`src/rtl/control_sequencer.sv`:
```
// Hardwired Moore control unit: three fetch steps followed by an opcode-specific
// execute sequence. Every datapath strobe is decoded from the current step and the live IR opcode.
module control_sequencer #(
    parameter logic [2:0] ALU_ADD = 3'd0,
    parameter logic [2:0] ALU_SUB = 3'd1,
    parameter logic [2:0] ALU_AND = 3'd2,
    parameter logic [2:0] ALU_OR  = 3'd3
) (
    input  logic        Clock,
    input  logic        Clear,
    input  logic [31:0] IR,
    input  logic        CON_out,
    input  logic        Stop,
    output logic        PCout,
    output logic        MDRout,
    output logic        ZLowout,
    output logic        Cout,
    output logic        BAout,
    output logic        InPortout,
    output logic        R_out,
    output logic        MAR_enable,
    output logic        MDR_enable,
    output logic        IR_enable,
    output logic        Y_enable,
    output logic        ZLowIn,
    output logic        PC_enable,
    output logic        CON_enable,
    output logic        OutPort_enable,
    output logic        R_in,
    output logic        Gra,
    output logic        Grb,
    output logic        Grc,
    output logic        IncPC,
    output logic        MDR_read,
    output logic        RAM_write,
    output logic [2:0]  ALU_op,
    output logic        Run,
    output logic [3:0]  State
);

    typedef enum logic [3:0] {
        S_RESET = 4'd0, S_T0 = 4'd1, S_T1 = 4'd2, S_T2 = 4'd3, S_T3 = 4'd4,
        S_T4 = 4'd5, S_T5 = 4'd6, S_T6 = 4'd7, S_T7 = 4'd8, S_HALT = 4'd9
    } state_t;

    state_t state_q, state_d;
    logic   last;

    logic [4:0] opcode;
    logic       unused_ir;
    assign opcode    = IR[31:27];
    assign unused_ir = ^IR[26:0];

    logic op_rtype, op_imm, op_ldi, op_ld, op_st, op_br, op_jr, op_in, op_out, op_halt;
    logic [2:0] alu_sel;

    assign op_rtype = (opcode == 5'b00011) || (opcode == 5'b00100) ||
                      (opcode == 5'b00101) || (opcode == 5'b00110);
    assign op_imm   = (opcode == 5'b01100) || (opcode == 5'b01101) || (opcode == 5'b01110);
    assign op_ldi   = (opcode == 5'b00001);
    assign op_ld    = (opcode == 5'b00000);
    assign op_st    = (opcode == 5'b00010);
    assign op_br    = (opcode == 5'b10010);
    assign op_jr    = (opcode == 5'b10011);
    assign op_in    = (opcode == 5'b10110);
    assign op_out   = (opcode == 5'b10111);
    assign op_halt  = (opcode == 5'b11011);

    always_comb begin
        case (opcode)
            5'b00100:           alu_sel = ALU_SUB;
            5'b00101, 5'b01101: alu_sel = ALU_AND;
            5'b00110, 5'b01110: alu_sel = ALU_OR;
            default:            alu_sel = ALU_ADD;
        endcase
    end

    always_ff @(posedge Clock) begin
        if (Clear) state_q <= S_RESET;
        else       state_q <= state_d;
    end

    always_comb begin
        PCout = 1'b0;       MDRout = 1'b0;     ZLowout = 1'b0;     Cout = 1'b0;
        BAout = 1'b0;       InPortout = 1'b0;  R_out = 1'b0;       MAR_enable = 1'b0;
        MDR_enable = 1'b0;  IR_enable = 1'b0;  Y_enable = 1'b0;    ZLowIn = 1'b0;
        PC_enable = 1'b0;   CON_enable = 1'b0; OutPort_enable = 1'b0; R_in = 1'b0;
        Gra = 1'b0;         Grb = 1'b0;        Grc = 1'b0;         IncPC = 1'b0;
        MDR_read = 1'b0;    RAM_write = 1'b0;  ALU_op = ALU_ADD;
        last = 1'b0;
        state_d = state_q;
        case (state_q)
            S_RESET: state_d = S_T0;
            S_T0: begin
                PCout = 1'b1; MAR_enable = 1'b1; IncPC = 1'b1; ZLowIn = 1'b1;
                state_d = S_T1;
            end
            S_T1: begin
                ZLowout = 1'b1; PC_enable = 1'b1; MDR_read = 1'b1; MDR_enable = 1'b1;
                state_d = S_T2;
            end
            S_T2: begin
                MDRout = 1'b1; IR_enable = 1'b1;
                state_d = S_T3;
            end
            S_T3: begin
                state_d = S_T4;
                if (op_rtype || op_imm) begin
                    Grb = 1'b1; R_out = 1'b1; Y_enable = 1'b1;
                end else if (op_ldi || op_ld || op_st) begin
                    Grb = 1'b1; BAout = 1'b1; Y_enable = 1'b1;
                end else if (op_br) begin
                    Gra = 1'b1; R_out = 1'b1; CON_enable = 1'b1;
                end else if (op_jr) begin
                    Gra = 1'b1; R_out = 1'b1; PC_enable = 1'b1; last = 1'b1;
                end else if (op_in) begin
                    InPortout = 1'b1; Gra = 1'b1; R_in = 1'b1; last = 1'b1;
                end else if (op_out) begin
                    Gra = 1'b1; R_out = 1'b1; OutPort_enable = 1'b1; last = 1'b1;
                end else if (op_halt) begin
                    state_d = S_HALT;
                end else begin
                    last = 1'b1;
                end
            end
            S_T4: begin
                state_d = S_T5;
                if (op_rtype) begin
                    Grc = 1'b1; R_out = 1'b1; ZLowIn = 1'b1; ALU_op = alu_sel;
                end else if (op_imm) begin
                    Cout = 1'b1; ZLowIn = 1'b1; ALU_op = alu_sel;
                end else if (op_ldi || op_ld || op_st) begin
                    Cout = 1'b1; ZLowIn = 1'b1;
                end else if (op_br) begin
                    PCout = 1'b1; Y_enable = 1'b1;
                end else begin
                    last = 1'b1;
                end
            end
            S_T5: begin
                state_d = S_T6;
                if (op_rtype || op_imm || op_ldi) begin
                    ZLowout = 1'b1; Gra = 1'b1; R_in = 1'b1; last = 1'b1;
                end else if (op_ld || op_st) begin
                    ZLowout = 1'b1; MAR_enable = 1'b1;
                end else if (op_br) begin
                    Cout = 1'b1; ZLowIn = 1'b1;
                end else begin
                    last = 1'b1;
                end
            end
            S_T6: begin
                state_d = S_T7;
                if (op_ld) begin
                    MDR_read = 1'b1; MDR_enable = 1'b1;
                end else if (op_st) begin
                    Gra = 1'b1; R_out = 1'b1; MDR_enable = 1'b1;
                end else if (op_br) begin
                    // Branch commits only if the condition flop says so
                    ZLowout = 1'b1; PC_enable = CON_out; last = 1'b1;
                end else begin
                    last = 1'b1;
                end
            end
            S_T7: begin
                last = 1'b1;
                if (op_ld) begin
                    MDRout = 1'b1; Gra = 1'b1; R_in = 1'b1;
                end else if (op_st) begin
                    MDRout = 1'b1; RAM_write = 1'b1;
                end
            end
            S_HALT: state_d = S_HALT;
            default: state_d = S_RESET;
        endcase
        if (last) state_d = Stop ? S_HALT : S_T0;
    end

    assign Run   = (state_q >= S_T0) && (state_q <= S_T7);
    assign State = state_q;

endmodule

```
`config.mk`:
```
export PLATFORM = sky130hd
export DESIGN_NAME = control_sequencer
export DESIGN_NICKNAME = d
export VERILOG_FILES = /design/src/rtl/control_sequencer.sv
export SDC_FILE = /design/constraint.sdc
export NUM_CORES = 1
export LEC_CHECK = 0
export CAP_MARGIN = 20
export CORE_ASPECT_RATIO = 0.7
export CORE_UTILIZATION = 28
export CTS_CLUSTER_DIAMETER = 50
export DETAILED_ROUTE_END_ITERATION = 10
export GPL_TIMING_DRIVEN = 0
export PLACE_DENSITY = 0.76
export SYNTH_ARGS = -nofsm -noshare
export SYNTH_HDL_FRONTEND = slang
export SYNTH_SLANG_ARGS = --single-unit
export TNS_END_PERCENT = 1
```
`constraint.sdc`:
```
create_clock -name Clock -period 1.3 [get_ports Clock]
set_input_delay 0.13 -clock Clock [delete_from_list [all_inputs] [get_ports Clock]]
set_output_delay 0.13 -clock Clock [all_outputs]
set_load 0.01 [all_outputs]
```
# After elaboration in Yosys (flattened, before gate mapping)
# Cells that the tools add are included.
[op_classes]
n_lt_le_gt_ge = 2
n_eq_ne = 24
mux = 103
n_reduce_logical = 15
[ops]
columns = ["operator", "count"]
rows = [
  ["1-bit two-way mux", 75],
  ["4-bit one-hot mux with 10 select lines", 1],
  ["4-bit two-way mux", 9],
  ["5-bit == test, second input constant", 5],
  ["4-bit by 3-bit == test with 1-bit output, second input constant", 4],
  ["5-bit by 3-bit == test with 1-bit output, second input constant", 3],
  ["5-bit by 4-bit == test with 1-bit output, second input constant", 3],
  ["1-bit one-hot mux with 3 select lines", 5],
  ["1-bit one-hot mux with 2 select lines", 7],
  ["5-bit by 2-bit == test with 1-bit output, second input constant", 2],
  ["1-bit logical OR", 10],
  ["3-bit two-way mux", 3],
  ["4-bit by 2-bit == test with 1-bit output, second input constant", 2],
  ["4-bit == test, second input constant", 2],
  ["2-bit one-hot mux with 3 select lines", 1],
  ["5-bit by 1-bit == test with 1-bit output, second input constant", 1],
  ["5-bit logical NOT", 1],
  ["1-bit one-hot mux with 5 select lines", 1],
  ["4-bit by 1-bit == test with 1-bit output, second input constant", 1],
  ["4-bit by 1-bit greater-or-equal comparator with 1-bit output, second input constant", 1],
  ["4-bit <= comparator, second input constant", 1],
  ["4-bit logical NOT", 1],
  ["1-bit one-hot mux with 4 select lines", 1],
  ["2-bit OR reduction", 2],
  ["2 further kinds", 2],
]
[totals]
ff_bits = 4
input_bits = 36
elab_cells = 145

# Logic depth before layout (Yosys ltp)
# Gate-level depths: netlist of run 1.
[depth]
word_depth = 10
mapped_depth = 7
depth_no_buf = 5

# Worst setup path before layout of run 1
# OpenSTA, ideal clock, no wires.
[synth_timing]
path_type = "register to output"
startpoint = "register state_q[0], in the netlist State[0]"
endpoint = "output port ZLowIn"
arrival_ps = 1624
required_time_ps = 1170
slack_ps = -454
stages_incl_launch_ff = 6
path_buffers = 1
path_cell_list = "dfxtp_1 buf_2 nand2b_1 or3_1 nor3_1 or3_1"
[synth_between]
elab_chain_len = 2
elab_cells_between_ends = 4
[synth_lines]
columns = ["item", "line_no", "text"]
rows = [
  ["start: declaration", "46", "state_t state_q, state_d;"],
  ["start signal: assignment", "80", "else state_q <= state_d;"],
  ["4-bit by 3-bit == test with 1-bit output / 4-bit by 1-bit == test with 1-bit output (equally long branches)", "92", "case (state_q)"],
  ["1-bit one-hot mux with 3 select lines (*)", "92", ""],
  ["end: declaration", "25", "output logic ZLowIn,"],
]
# Every way passes the cells marked *; elsewhere a longest branch is shown, timed or not.

# Worst setup path in the final report of run 1
[layout_timing]
startpoint = "register state_q[2], in the netlist State[2]"
endpoint = "output port ZLowIn"
# Same word-level chain as after synthesis.

==> impl_metrics.tcl, run 1 <==
set metrics [dict create \
    status "finished with violations" \
    violations "setup timing" \
    rsz0062_at_grt "yes" \
    grt_start_max_net_pins 11 \
    htreeDepth 1 \
    cpMaxStageDelayCell "or3_4" \
    ys_seq_area_frac 0.106 \
    cap_violations 0 \
    path_max_fanout 5 \
    area_growth_syn_to_layout_pct 99.7 \
    pre_cts_ws_ns -1.19 \
    io_pins 66 \
    rows 15 \
    power_density_nw_per_um2 698 \
    cp_cell_sequence "buf_6 -> nand2b_4 -> or3_4 -> nor3_4 -> buf_4 -> or3_4 -> buf_6" \
    avgSynthCellArea_um2 6.54 \
    diodes 0 \
    place_congestion 0.920 \
    firstDrtPassIters 4 \
    setup_viol 29 \
    numPortBuffers 34 \
    rr_worst_depth 5 \
    synth.area.top_cells "dfxtp_1 11%, nor3_1 6.6%, nand2_1 5.4%" \
    synth_edf_count 0 \
    synth_seq_cells 4 \
    syn_nets 152 \
    fp.dieW_um 64.2 \
    drt-initial-drc-count 74 \
    dieArea_um2 2920 \
    cp.required_ns 1.17 \
    synth_cell_types 47 \
    dp_hpwl_um 1980 \
    placed_cells 184 \
    async_reset_ff_frac 0 \
    clockBufferDepth 2 \
    hold_start "Stop" \
    antenna_found_initial 0 \
    whs_path_depth 3 \
    start_util 0.301 \
    worst_setup_path_start_kind "register" \
    drive_above_1_share 0.567 \
    critPathCaptureType "primary output" \
    grt_pass1_wl_um 4950 \
    finalCriticalPeriod_ns 1.88 \
    largest_register_ffs 4 \
    instances_no_fill 205 \
    die_h_um 45.5 \
    cp_slowest_stage_delay_ns 0.40 \
    crit_arrival_ns 1.75 \
    root_buffer "clkbuf_8" \
    ir_worst_vdd_uv 416 \
    grt_pass1_vias 994 \
    placed_area_um2 1210 \
    ys.flop_type "dfxtp_1" \
    syn_inst 116 \
    route.antenna.remaining_nets 0 \
    r2r_end "State[2]$_SDFFE_PP0P_" \
    finalCritPeriodShare 1.44 \
    slew_viol_final 0 \
    syn_area_um2 758 \
    yosys_warnings 0 \
    clock_latency_ns 0.22 \
    yosys.area.top_type "dfxtp_1" \
    min_path_type "in2reg" \
    drc 0 \
    hold_end "State[3]$_SDFFE_PP0P_" \
    timing.final.ws_setup_ns -0.577 \
    fin_worst_skew_ns 0.00650 \
    clkSinkCount 4 \
    synth.most_common_cell "nand2_1" \
    synth_top_area_share 0.106 \
    core_area_um2 2510 \
    fin_area_um2 1510 \
    grt.total_usage 0.224 \
    final_nets 209 \
    grt_remaining_overflow 0 \
    wl_um 3610 \
    timing.fmax_mhz 533 \
    p_leak_uw 0.000633 \
    vias 1204 \
    finalHoldViolCount 0 \
    cts_tree "done" \
    r2r-start "State[0]$_SDFFE_PP0P_" \
    via_per_inst 5.87 \
    cts_made_buffers 3 \
    synth_common_cells "11 x nand2_1, 10 x nor2_1, 10 x nor3_1" \
    path_clk_slew_ns 0.04 \
    regToRegSetupSlack_ns -0.23 \
    path_class "reg2out" \
    wire_per_inst_um 17.6 \
]
[area by class of cell]
type | count | area [µm²]
Fill cell | 208 | 1000
Multi-Input combinational cell | 96 | 771
Timing Repair Buffer | 52 | 430
Buffer | 12 | 126
Sequential cell | 4 | 87.6
Tap cell | 34 | 42.5
Clock buffer | 3 | 41.3
Inverter | 4 | 15.0
[routing by layer]
layer,vias up,part of all wire,track usage
met3,24,0.096,0.0475
met2,98,0.47,0.385
met1,549,0.39,0.287
met5,-,0,0
li1,533,-,-
met4,0,0.050,0.0667
[stage by stage]
stage / hold slack, ns / utilization / power, µW / setup TNS [ns]
floorplan: 0.195 / - / 422 / -1.36
global placement: 0.689 / 0.480 / 605 / -24.98
detailed placement: 0.696 / 0.480 / 608 / -25.55
CTS: 0.470 / 0.554 / 947 / -6.83
global route: 0.496 / 0.602 / 1100 / -10.20
finish: 0.467 / 0.602 / 1060 / -8.76
[cell usage in the layout, fill, tap and decap left out, drive strengths merged, types with 2 or more instances in the layout]
| cell type | synthesis | layout |
|---|---|---|
| a21oi | 4 | 4 |
| and2 | 2 | 2 |
| a211oi | 3 | 3 |
| nor4 | 2 | 2 |
| clkbuf | 3 | 7 |
| o21a | 3 | 3 |
| nand2b | 6 | 6 |
| clkdlybuf4s15 | 0 | 8 |
| nor3 | 10 | 10 |
| inv | 4 | 4 |
| clkdlybuf4s50 | 0 | 6 |
| o211ai | 2 | 2 |
| or3 | 2 | 2 |
| nor2 | 11 | 11 |
| o22ai | 2 | 2 |
| xnor2 | 3 | 3 |
| nand4 | 2 | 2 |
| nand3 | 7 | 7 |
| nor3b | 2 | 2 |
| dfxtp | 4 | 4 |
| nand2 | 11 | 11 |
| o21ai | 6 | 6 |
| buf | 9 | 44 |
[kinds of logic after synthesis]
kind of cell	share of synthesized area
other	0.00495
AOI/OAI and AO/OA	0.276
xor gates and xnor gates	0.0347
and+or+nand+nor	0.432
muxes	0.0281
buffers and inverters	0.119
DFF	0.106
[worst max path at each step]
| stage | depth (start not counted) | slack [ns] | endpoint | startpoint |
|---|---|---|---|---|
| 6_report | 7 | -0.58 | ZLowIn | State[2]$_SDFFE_PP0P_ |
| 5_1_grt | 7 | -0.61 | ZLowIn | State[2]$_SDFFE_PP0P_ |
| 4_1_cts | 7 | -0.50 | ZLowIn | State[0]$_SDFFE_PP0P_ |
| 3_5_place_dp | 7 | -1.19 | R_in | IR[30] |
| 3_3_place_gp | 7 | -1.21 | R_in | IR[30] |
| 2_1_floorplan | 5 | -0.18 | ZLowIn | State[2]$_SDFFE_PP0P_ |
[timing repair]
action	in CTS	in global routing
cloned	1	0
endpoints found under the hold margin	0	0
pin swaps	9	8
hold buffers	0	0
endpoints found under the setup margin	30	30
setup buffers	7	10
resized for setup	126	17
[worst max-delay path: cells and delay by family, from the launching register on]
kind                   cells  cell delay (ns)
and+or+nand+nor            4             0.84
buffers and inverters      3             0.36
DFF                        1             0.32
[report_power, final]
group          total (µW)  internal, µW  switching (µW)  leakage [µW]
clock                 272           198            73.8     0.0000216
sequential            154           139            15.7     0.0000346
combinational         631           323             308      0.000577
No activity file was read; power rests on OpenSTA's default activity.
==> run 2, diff against run 1 <==
CAP_MARGIN = unset   (was 20)
==> results of run 2 <==
Final layout, timing and power as in run 1 (identical DEF).
==> run 3, diff against run 2 <==
SETUP_SLACK_MARGIN = 0.02   (was unset)
==> run 3 against run 2 <==
The flow still finishes with violations (setup timing). Sequential share of layout area decreased by 0.080 points. Flip-flop and latch count did not move. Setup slack got worse by 0.025 ns. Global-route usage up 0.055 points. Cell count fell by 0.49%. Critical path depth down 1. Critical path type unchanged.
==> impl_metrics.tcl, run 3 (synthesis results as in run 1) <==
set metrics [dict create \
    drc 0 \
    finalCritPeriodShare 1.46 \
    route.antenna.remaining_nets 0 \
    crit_path_frequent_cell "or3_4" \
    final_util 0.610 \
    gr-usage-met1 0.287 \
    finalCriticalPeriod_ns 1.90 \
    diodes 0 \
    cp_cell_sequence "nand2b_4 -> or3_4 -> nor3_4 -> buf_4 -> or3_4 -> buf_6" \
    final_common_cell "buf_4" \
    cpMaxStageDelayCell "or3_4" \
    regToRegSetupSlack_ns -0.20 \
    fin_worst_skew_ns 0.00292 \
    drive_above_1_share 0.571 \
    path_clk_slew_ns 0.04 \
    grt.total_usage 0.224 \
    clock_latency_ns 0.22 \
    dieArea_um2 2920 \
    cp_slowest_stage_delay_ns 0.41 \
    rsz0062_at_grt "yes" \
    grt_use_met2 0.368 \
    p_leak_uw 0.000658 \
    via_per_inst 5.73 \
    path_max_fanout 6 \
    firstDrtPassIters 5 \
    dp_hpwl_um 1980 \
    setup_viol 28 \
    postCtsHoldBufs 0 \
    worst_setup_path_start_kind "register" \
    rows 15 \
    power_density_nw_per_um2 692 \
    place_congestion 0.920 \
    antenna_found_initial 0 \
    top_usage_layer "met2" \
    wire_per_inst_um 18.1 \
    cts_made_buffers 3 \
    timing.final.ws_setup_ns -0.601 \
    root_buffer "clkbuf_8" \
    grt_pass1_vias 995 \
    grt_pass1_wl_um 4940 \
    numPortBuffers 34 \
    cap_violations 0 \
    ir_worst_vdd_uv 357 \
    critPathBufInv 2 \
    path_class "reg2out" \
    status "finished with violations" \
    final_nets 208 \
    fp.dieW_um 64.2 \
    cp.required_ns 1.17 \
    start_util 0.301 \
    critPathCaptureType "primary output" \
    core_area_um2 2510 \
    slew_viol_final 0 \
    fillers 204 \
    clkSinkCount 4 \
    mostFrequentLayoutCells "22 x buf_4, 14 x buf_2, 11 x nand2_1" \
    crit_family "simple AND/OR/NAND/NOR gates" \
    drt-initial-drc-count 121 \
    die_h_um 45.5 \
    wl_um 3690 \
    timing.fmax_mhz 526 \
    violations "setup timing" \
    vias 1168 \
    grt_remaining_overflow 0 \
    finalHoldViolCount 0 \
    htreeDepth 1 \
    power.total_uw 1060 \
    crit_arrival_ns 1.77 \
    io_pins 66 \
    grt_start_max_net_pins 11 \
    largest_register_ffs 4 \
    clockBufferDepth 2 \
    gr-usage-met3 0.0600 \
    min_path_type "in2reg" \
    area_growth_syn_to_layout_pct 102 \
    cts_tree "done" \
]
[run 3: cell type report]
cell class / count / area, µm² / area share
inverter: 4 / 15.0 / 0.00978
tap: 34 / 42.5 / 0.0277
sequential: 4 / 87.6 / 0.0570
multi-input combinational: 96 / 793 / 0.517
timing repair buffer: 51 / 428 / 0.279
clock buffer: 3 / 41.3 / 0.0269
buffer: 12 / 128 / 0.0831
[run 3: worst reg2reg max path, stage by stage, from the launching register on]
cell	delay, ns
dfxtp_2	0.33
bufbuf_16	0.26
buf_4	0.14
o2111ai_4	0.25
nand3_4	0.15
nor4_2	0.26
[run 3: power breakdown]
group          internal, µW  leakage, µW  switching [µW]
Clock                   198    0.0000216            73.1
Combinational           319     0.000602             317
Sequential              139    0.0000346            16.7
[run 3: worst paths after layout]
| check | startpoint | to | depth (start not counted) |
|---|---|---|---|
| max | State[1]$_SDFFE_PP0P_ | ZLowIn | 6 |
| min | Stop | State[3]$_SDFFE_PP0P_ | 3 |
| max reg2reg | State[0]$_SDFFE_PP0P_ | State[2]$_SDFFE_PP0P_ | 5 |
| min reg2reg | State[3]$_SDFFE_PP0P_ | State[1]$_SDFFE_PP0P_ | 2 |
[run 3: layer usage]
metal  part of all wire  vias up  wire length [µm]
li1                   -      523                 -
met1               0.39      536              1450
met2               0.46       90              1710
met3               0.10       19               375
met4              0.042        0               154
met5                  0        -                 0
[run 3: metrics by stage]
stage          worst slack [ns]  instances  cell area [µm²]  TNS, ns  hold WS (ns)
2_1_floorplan            -0.178        116              825    -1.36         0.195
3_3_place_gp              -1.21        184             1210   -24.98         0.689
3_5_place_dp              -1.19        184             1210   -25.55         0.696
4_1_cts                  -0.501        195             1390    -6.82         0.470
5_1_grt                  -0.619        204             1540   -10.29         0.494
6_report                 -0.601        204             1540    -8.99         0.470
[run 3: what timing repair did]
item | CTS | global route
gates resized for setup | 127 | 20
cloned | 1 | 0
pin swaps | 9 | 6
buffers inserted | 7 | 9
endpoints found under the setup margin | 31 | 30
